### config.mk
export PLATFORM = sky130hd
export DESIGN_NAME = kmac_right_decode_flat
export DESIGN_NICKNAME = d
export VERILOG_FILES = /design/src/rtl/kmac_right_decode_if.sv /design/src/rtl/kmac_right_decode.sv /design/src/flat_wrapper.sv
export SDC_FILE = /design/constraint.sdc
export NUM_CORES = 1
export LEC_CHECK = 0
export CAP_MARGIN = 20
export CORE_MARGIN = 8
export CORE_UTILIZATION = 45
export DETAILED_ROUTE_END_ITERATION = 8
export GPL_TIMING_DRIVEN = 0
export HOLD_SLACK_MARGIN = 0.03
export PLACE_DENSITY_LB_ADDON = 0.15
export SLEW_MARGIN = 30
export SYNTH_ARGS = -nofsm -noshare
export SYNTH_HDL_FRONTEND = slang
export SYNTH_SLANG_ARGS = --single-unit
### constraint.sdc
create_clock -name clk -period 2.1 [get_ports clk]
set_input_delay 0.21 -clock clk [delete_from_list [all_inputs] [get_ports clk]]
set_output_delay 0.21 -clock clk [all_outputs]
set_load 0.02 [all_outputs]
### src/rtl/kmac_right_decode_if.sv
// Byte-stream input and decoded-result output bundle for kmac_right_decode.
// The decoder takes the slave view; the byte source / result consumer takes the master view.
interface kmac_right_decode_if #(
    parameter int MAX_BYTES = 8
);
    logic                   s_valid;
    logic                   s_ready;
    logic [7:0]             s_data;
    logic                   s_last;
    logic                   m_valid;
    logic                   m_ready;
    logic [8*MAX_BYTES-1:0] m_value;
    logic [7:0]             m_nbytes;
    logic                   m_error;

    modport master (
        output s_valid, s_data, s_last, m_ready,
        input  s_ready, m_valid, m_value, m_nbytes, m_error
    );

    modport slave (
        input  s_valid, s_data, s_last, m_ready,
        output s_ready, m_valid, m_value, m_nbytes, m_error
    );
endinterface

### src/rtl/kmac_right_decode.sv
// Streaming decoder for the SP 800-185 right_encode(x) format: O_1..O_n || n -> x.
// Define RD_CANON_CHECK_EN to reject non-minimal encodings (leading zero byte when n>1).
module kmac_right_decode #(
    parameter int MAX_BYTES = 8
) (
    input logic             clk,
    input logic             rst_n,
    kmac_right_decode_if.slave bus
);
    localparam int W = 8 * MAX_BYTES;
    localparam logic [7:0] MAX_N = 8'(MAX_BYTES);

    typedef enum logic {COLLECT, RESULT} state_t;

    state_t         state, state_nxt;
    logic [W-1:0]   acc;
    logic [7:0]     cnt;
    logic           ovf;
    logic           err;
    logic           take;

`ifdef RD_CANON_CHECK_EN
    logic           first_zero;
`endif

    assign take = bus.s_valid & (state == COLLECT);

    // NOTE: sequential state uses non-blocking (<=) so every flop samples pre-edge values.
    always_ff @(posedge clk or negedge rst_n) begin
        if (!rst_n) state <= COLLECT;
        else        state <= state_nxt;
    end

    // NOTE: default assignment first, so no path leaves state_nxt unassigned (no latch).
    always_comb begin
        state_nxt = state;
        case (state)
            COLLECT: if (take && bus.s_last) state_nxt = RESULT;
            RESULT:  if (bus.m_ready)        state_nxt = COLLECT;
            default:                         state_nxt = COLLECT;
        endcase
    end

    // Handshake strobes decode the registered state only.
    always_comb begin
        bus.s_ready = 1'b0;
        bus.m_valid = 1'b0;
        case (state)
            COLLECT: bus.s_ready = 1'b1;
            RESULT:  bus.m_valid = 1'b1;
            default: bus.s_ready = 1'b1;
        endcase
    end

    always_comb begin
        err = (bus.s_data == 8'd0) | (bus.s_data > MAX_N) | ovf | (bus.s_data != cnt);
`ifdef RD_CANON_CHECK_EN
        err = err | ((cnt > 8'd1) & first_zero);
`endif
    end

    always_ff @(posedge clk or negedge rst_n) begin
        if (!rst_n) begin
            acc          <= '0;
            cnt          <= '0;
            ovf          <= 1'b0;
            bus.m_value  <= '0;
            bus.m_nbytes <= '0;
            bus.m_error  <= 1'b0;
`ifdef RD_CANON_CHECK_EN
            first_zero   <= 1'b0;
`endif
        end else if (take && !bus.s_last) begin
            // Shift form stays legal for MAX_BYTES=1, where a part-select would go negative.
            acc <= (acc << 8) | W'(bus.s_data);
            if (cnt != 8'd255) cnt <= cnt + 8'd1;
            if (cnt >= MAX_N)  ovf <= 1'b1;
`ifdef RD_CANON_CHECK_EN
            if (cnt == 8'd0)   first_zero <= (bus.s_data == 8'd0);
`endif
        end else if (take && bus.s_last) begin
            bus.m_nbytes <= bus.s_data;
            bus.m_value  <= err ? '0 : acc;
            bus.m_error  <= err;
        end else if (state == RESULT && bus.m_ready) begin
            acc        <= '0;
            cnt        <= '0;
            ovf        <= 1'b0;
`ifdef RD_CANON_CHECK_EN
            first_zero <= 1'b0;
`endif
        end
    end
endmodule

### src/flat_wrapper.sv
// flat-port wrapper written by rule: the top's interface ports become plain ports
module kmac_right_decode_flat 
#(
    parameter int MAX_BYTES = 8
)
  (clk, rst_n, bus_s_valid, bus_s_data, bus_s_last, bus_m_ready, bus_s_ready, bus_m_valid, bus_m_value, bus_m_nbytes, bus_m_error);
  kmac_right_decode_if #(.MAX_BYTES(MAX_BYTES)) bus_i ();
  input logic clk;
  input logic rst_n;
  input wire logic [$bits(bus_i.s_valid)-1:0] bus_s_valid;
  input wire logic [$bits(bus_i.s_data)-1:0] bus_s_data;
  input wire logic [$bits(bus_i.s_last)-1:0] bus_s_last;
  input wire logic [$bits(bus_i.m_ready)-1:0] bus_m_ready;
  output wire logic [$bits(bus_i.s_ready)-1:0] bus_s_ready;
  output wire logic [$bits(bus_i.m_valid)-1:0] bus_m_valid;
  output wire logic [$bits(bus_i.m_value)-1:0] bus_m_value;
  output wire logic [$bits(bus_i.m_nbytes)-1:0] bus_m_nbytes;
  output wire logic [$bits(bus_i.m_error)-1:0] bus_m_error;
  assign bus_i.s_valid = bus_s_valid;
  assign bus_i.s_data = bus_s_data;
  assign bus_i.s_last = bus_s_last;
  assign bus_i.m_ready = bus_m_ready;
  assign bus_s_ready = bus_i.s_ready;
  assign bus_m_valid = bus_i.m_valid;
  assign bus_m_value = bus_i.m_value;
  assign bus_m_nbytes = bus_i.m_nbytes;
  assign bus_m_error = bus_i.m_error;
  kmac_right_decode #(.MAX_BYTES(MAX_BYTES)) u_core (.clk(clk), .rst_n(rst_n), .bus(bus_i));
endmodule
==> results.yml, run 1 <==
power:
  clkPwrFrac: 0.421
  powerDensity_nw_per_um2: 916.8
  switchingPower_mw: 1.589
  cellLeakagePower_nw: 3.330
  p_total_mw: 6.540
  power_frac_seq: 0.487
  combinationalPowerShare: 0.092
  vdd_drop_max_mv: 0.6190
  p_int_mw: 4.951
  swShare: 0.2430
timing:
  fmax_mhz: 473.6
  worst_slack_ps: -11.53
  rsz0062_at_grt: "true"
  fin_hold_ws_ps: 366.6
  finalMaxSlewViolations: 0
  fin_skew_ps: 7.147
  fin_crit_sh: 1.005
  setup_viol: 8
  finalHoldViolCount: 0
  slew_headroom: 0.6140
  layout_min_cycle_time_ps: 2112
  tightest_slew_ps: 579.0
logic_synthesis:
  syn_area_um2: 5439
  syn_area_per_cell_um2: 14.43
  yosysTopAreaCell: "dfrtp_1"
  synthCells: 377
  seq_area_frac_synth: 0.6763
  yosys.cell_types.count: 34
  synthesis.nets: 392
  synth-warning-count: 0
  synth_area_leaders: "dfrtp_1 (68%), a22o_1 (21%), mux2_2 (1.7%)"
  synth_top_area_share: 0.6763
  synth_seq_cells: 147
critical_path:
  end_kind: "flip-flop"
  arrival_ps: 2460
  cp_max_fo: 5
  crit_required_ps: 2450
  r2r-start: "u_core.ovf$_DFFE_PN0P_"
  critPathLaunchType: "flip-flop"
  critical_path_class: "flip-flop to flip-flop"
  startpoint: "u_core.ovf$_DFFE_PN0P_"
floorplanning:
  initial_core_util: 0.4566
  die_x_um: 125.9
  placementRows: 40
  dieArea_um2: 15860
  ioPinCount: 88
  die_h_um: 125.9
  core_um2: 11910
clocking:
  clockRootBuffer: "clkbuf_16"
  cts.htree.levels: 4
  cts_sinks: 147
  numCtsBuffers: 17
  clk_path_buf_depth: 2
  insertion_delay_ps: 420
  path_clk_slew_ps: 60
  cts_tree: "done"
final_layout:
  nNetsFinal: 504
  antenna_cells: 0
  area_growth_pct: 31.15
  finalInstanceArea_um2: 7133
  final_cell_mix: "dfrtp_1 (147), a22o_1 (130), clkdlybuf4s50_1 (86)"
  fin_util: 0.5988
  drive_gt1_frac: 0.1120
  layoutNonFillerInstCount: 647
  final_common_cell: "dfrtp_1"
hold_path:
  hold_class: "primary input to async pin"
global_route:
  grt_max_degree: 81
  grt_pass1_wl_um: 21290
  track_usage: 0.1712
  grt-ovfl-total: 0
  grt_pass1_vias: 3897
  antenna_found_initial: 0
status:
  status: "finished, violations left"
  violations: "negative setup slack"
route:
  routedWlPerCell_um: 20.07
  via_per_inst: 5.756
  ant_nets: 0
  drc: 0
  via_count: 3724
  finalWirelength_um: 12980
  drtIter0Drc: 241
  first_pass_iters: 4
place:
  dp_hpwl_um: 8729
  globalplace.congestion: 0.7938
  numPlacedInstances: 612
  dpl_cell_area_um2: 6526
  port_buffers: 87
flow_run:
  maxCapViolations: 0
-- state kept, by name, indices dropped and copies added, names as in the netlist --
signal and flops:
u_core.acc 64, u_core.bus.m_value 64, u_core.bus.m_nbytes 8, u_core.cnt 8, u_core.bus.m_error 1, u_core.ovf 1
u_core.state 1
-- cell usage after synthesis --
cell type / number
dfrtp_1: 147
a22o_1: 130
clkbuf_1: 20
a21oi_1: 11
mux2_2: 8
nand2_1: 6
buf_6: 5
inv_1: 5
buf_1: 4
o21ai_0: 4
xnor2_1: 4
nor2_1: 3
a31oi_1: 2
and2_1: 2
and3_1: 2
ha_1: 2
nand2b_1: 2
nand3_1: 2
nand4_1: 2
or4_1: 2
a41o_1: 1
a41oi_1: 1
and3b_1: 1
and4_1: 1
buf_2: 1
buf_4: 1
nand3b_1: 1
nor3_2: 1
nor3b_1: 1
nor4_1: 1
o211ai_1: 1
o21a_1: 1
or3_1: 1
xor2_1: 1
-- stage by stage --
stage / setup slack, ps / setup TNS [ps]
after global routing: -83.07 / -3167
final: -11.53 / -35.27
after global placement: -4835 / -736890
after detailed placement: -370.2 / -29860
after CTS: -11.80 / -49.52
after floorplan: 238.1 / 0
-- what timing repair did --
| action | in CTS | in global routing |
|---|---|---|
| cloned | 2 | 0 |
| endpoints found under the hold margin | 79 | 0 |
| gates resized for setup | 6 | 10 |
| pin swaps | 0 | 0 |
| hold buffers | 1 | 0 |
| setup endpoints to repair | 50 | 90 |
| setup buffers | 2 | 0 |
-- final cells by class --
type                    count  area (um^2)
plain buffers              31        172.7
clock buffers              26        519.2
clock inverters             4        22.52
fillers                   975         4778
inverters                   5        18.77
multi-input cells         194         1597
flip-flops and latches    147         3679
well taps                 147        183.9
repair buffers             93        940.9
-- path summary, 6_finish.rpt --
path / endpoint / cells past startpoint / slack [ps]
worst min register to register: u_core.bus.m_value[59]$_DFFE_PN0P_ / 1 / 490
max in group asynchronous: u_core.acc[55]$_DFFE_PN0P_ / 3 / 1000
worst min-delay path: u_core.bus.m_value[25]$_DFFE_PN0P_ / 2 / 370
min in group clk: u_core.state$_DFF_PN0_ / 2 / 420
worst max register to register: u_core.bus.m_value[23]$_DFFE_PN0P_ / 6 / -10
worst max-delay path: u_core.bus.m_value[23]$_DFFE_PN0P_ / 6 / -10
-- logic make-up after synthesis --
kind of cell	Yosys count	share of synthesized area
flops	147	0.6763
xor+xnor	5	0.008051
mux	8	0.01656
buf+inv	36	0.03266
fa+ha+maj	2	0.004600
simple gates	28	0.03014
compound gates	151	0.2317
-- routing by layer --
| layer | share of wire | vias up | wire, um | GRT usage |
|---|---|---|---|---|
| li1 | - | 1682 | - | - |
| met1 | 0.45 | 1925 | 5786 | 0.2141 |
| met2 | 0.48 | 101 | 6226 | 0.2684 |
| met3 | 0.060 | 16 | 775 | 0.05316 |
| met4 | 0.015 | 0 | 195 | 0.07573 |
| met5 | 0 | - | 0 | 0 |
-- critical path: stages, from the launching register on --
cell and delay [ps]:
dfrtp_1 420, or4_4 530, or4_4 440, nor3_4 180, buf_2 220, buf_6 140, a22o_1 120
-- power by group through the flow --
| stage | sequential [mW] | clock (mW) | combinational (mW) |
|---|---|---|---|
| after floorplan | 3.21 | 0 | 0.300 |
| after global placement | 3.22 | 0 | 0.571 |
| after detailed placement | 3.23 | 0 | 0.601 |
| after CTS | 3.18 | 2.79 | 0.612 |
| after global routing | 3.21 | 2.91 | 0.665 |
| final | 3.18 | 2.75 | 0.602 |
Note: power is estimated with default switching activity, not from simulation.
==> run 2, diff against run 1 <==
--- a/config.mk
+++ b/config.mk
@@ -6,7 +6,6 @@
 export NUM_CORES = 1
 export LEC_CHECK = 0
 export CAP_MARGIN = 20
-export CORE_MARGIN = 8
 export CORE_UTILIZATION = 45
 export DETAILED_ROUTE_END_ITERATION = 8
 export GPL_TIMING_DRIVEN = 0
==> run 2 against run 1 <==
- sequential share of layout area shrank 0.47 points
- via count shrank 0.94%
- global-route usage grew 4.1 points
- largest power group unchanged
- flip-flop and latch count is the same
- clock skew grew 0.79 ps
- critical path depth is the same
- final cell count shrank 0.46%
- the run ends with design-rule violations left
- combinational power is essentially flat
==> results.yml, run 2 (synthesis results as in run 1) <==
critical_path:
  r2r_slack_ps: 30
  critPathBufInv: 2
  startpoint: "u_core.ovf$_DFFE_PN0P_"
  slowest_stage: "or4_4"
  reg2reg_depth: 6
  r2r-start: "u_core.ovf$_DFFE_PN0P_"
  arrival_ps: 2420
  crit_end: "u_core.bus.m_value[31]$_DFFE_PN0P_"
  critPathLaunchType: "flip-flop"
  path_cells: "or4_4 -> or4_4 -> nor3_4 -> buf_6 -> buf_6 -> a22o_1"
  critical_path_class: "flip-flop to flip-flop"
  end_kind: "flip-flop"
  crit_required_ps: 2450
  r2r-end: "u_core.bus.m_value[31]$_DFFE_PN0P_"
  max_stage_delay_ps: 520
  cp_max_fo: 10
  cp.depth: 6
  critPathTopFamily: "simple AND/OR/NAND/NOR gates"
floorplanning:
  core_um2: 11610
  ioPinCount: 88
  placementRows: 39
  initial_core_util: 0.4683
  die_h_um: 111.9
  die_x_um: 111.9
  dieArea_um2: 12530
timing:
  worst_slack_ps: 27.17
  rsz0062_at_grt: "true"
  finalMaxSlewViolations: 0
  tightest_slew_ps: 582.9
  fmax_mhz: 482.4
  fin_crit_sh: 0.9871
  layout_min_cycle_time_ps: 2073
  fin_setup_tns_ps: 0
  fin_hold_ws_ps: 363.2
  fin_skew_ps: 7.938
  finalHoldViolCount: 0
  slew_headroom: 0.6114
  setup_viol: 0
global_route:
  grt_pass1_vias: 3748
  grt_pass1_wl_um: 20290
  grt-ovfl-total: 0
  track_usage: 0.2126
  antenna_found_initial: 0
  grt_max_degree: 77
final_layout:
  final_common_cell: "dfrtp_1"
  layoutNonFillerInstCount: 644
  nNetsFinal: 503
  reg_top3: "u_core.acc x64, u_core.bus.m_value x64"
  antenna_cells: 0
  finalInstanceArea_um2: 7199
  seq_area_um2: 3679
  final_cell_mix: "dfrtp_1 (147), a22o_1 (130), clkdlybuf4s50_1 (86)"
  drive_gt1_frac: 0.1218
  fin_util: 0.6199
  fill_cells: 921
  area_growth_pct: 32.37
  multi_input_area_um2: 1602
clocking:
  numCtsBuffers: 17
  clockRootBuffer: "clkbuf_16"
  clk_path_buf_depth: 2
  cts.htree.levels: 4
  cts_tree: "done"
  path_clk_slew_ps: 60
  cts_sinks: 147
  insertion_delay_ps: 410
route:
  via_per_inst: 5.728
  ant_nets: 0
  routedWlPerCell_um: 19.09
  drc: 6
  finalWirelength_um: 12290
  first_pass_iters: 6
  drtIter0Drc: 143
  via_count: 3689
place:
  dp_hpwl_um: 8188
  dpl_cell_area_um2: 6521
  numPlacedInstances: 608
  dp_slack_ps: -336.6
  globalplace.congestion: 0.7863
  port_buffers: 87
power:
  cellLeakagePower_nw: 3.355
  vdd_drop_max_mv: 0.4473
  p_total_mw: 6.855
  powerDensity_nw_per_um2: 952.2
hold_path:
  hold_class: "primary input to async pin"
status:
  status: "finished, violations left"
  violations: "design-rule violations"
flow_run:
  maxCapViolations: 0
run 2: cell count changes in the layout (fill, tap and decap cells not counted), sizes merged:
cell / previous run / this run
clkinv: 3 / 5
bufinv: 0 / 3
inv: 5 / 6
clkinvlp: 1 / 3
buf: 17 / 15
clkbuf: 46 / 41
run 2: cell type report:
type	count	area share
well taps	143	0.02485
repair buffers	92	0.1296
plain buffers	31	0.02468
flip-flops and latches	147	0.5109
clock inverters	12	0.02138
inverters	5	0.002607
clock buffers	20	0.06343
multi-input cells	194	0.2225
run 2: layer usage:
metal,up-vias,GRT usage,part of all wire
met5,-,0,0
met3,8,0.06805,0.046
met1,1901,0.2995,0.47
li1,1684,-,-
met4,0,0.06311,0.0071
met2,96,0.3172,0.47
run 2: how the worst min path moves through the flow:
stage / to / cells after the start / startpoint
floorplan: u_core.acc[0]$_DFFE_PN0P_ / 0 / rst_n
global placement: u_core.bus.m_value[57]$_DFFE_PN0P_ / 1 / u_core.acc[57]$_DFFE_PN0P_
detailed placement: u_core.bus.m_value[32]$_DFFE_PN0P_ / 1 / rst_n
CTS: u_core.bus.m_value[32]$_DFFE_PN0P_ / 2 / rst_n
global route: u_core.bus.m_value[32]$_DFFE_PN0P_ / 2 / rst_n
finish: u_core.bus.m_value[32]$_DFFE_PN0P_ / 2 / rst_n
run 2: power breakdown:
group / internal, mW / total [mW] / switching (mW)
combinational: 0.265 / 0.599 / 0.334
sequential: 3.00 / 3.18 / 0.178
clock: 1.93 / 3.07 / 1.14
total: 5.20 / 6.86 / 1.65
run 2: what timing repair did:
| item | 4_1_cts | 5_1_grt |
|---|---|---|
| buffers inserted | 1 | 0 |
| setup endpoints to repair | 52 | 107 |
| gates resized for setup | 5 | 13 |
| gates cloned | 2 | 0 |
| endpoints found under the hold margin | 75 | 0 |
| hold buffers | 1 | 0 |
run 2: worst register-to-register path, stage by stage (launching register included):
cell and delay [ps]:
dfrtp_1 400, or4_4 520, or4_4 440, nor3_4 160, buf_6 190, buf_6 160
a22o_1 140
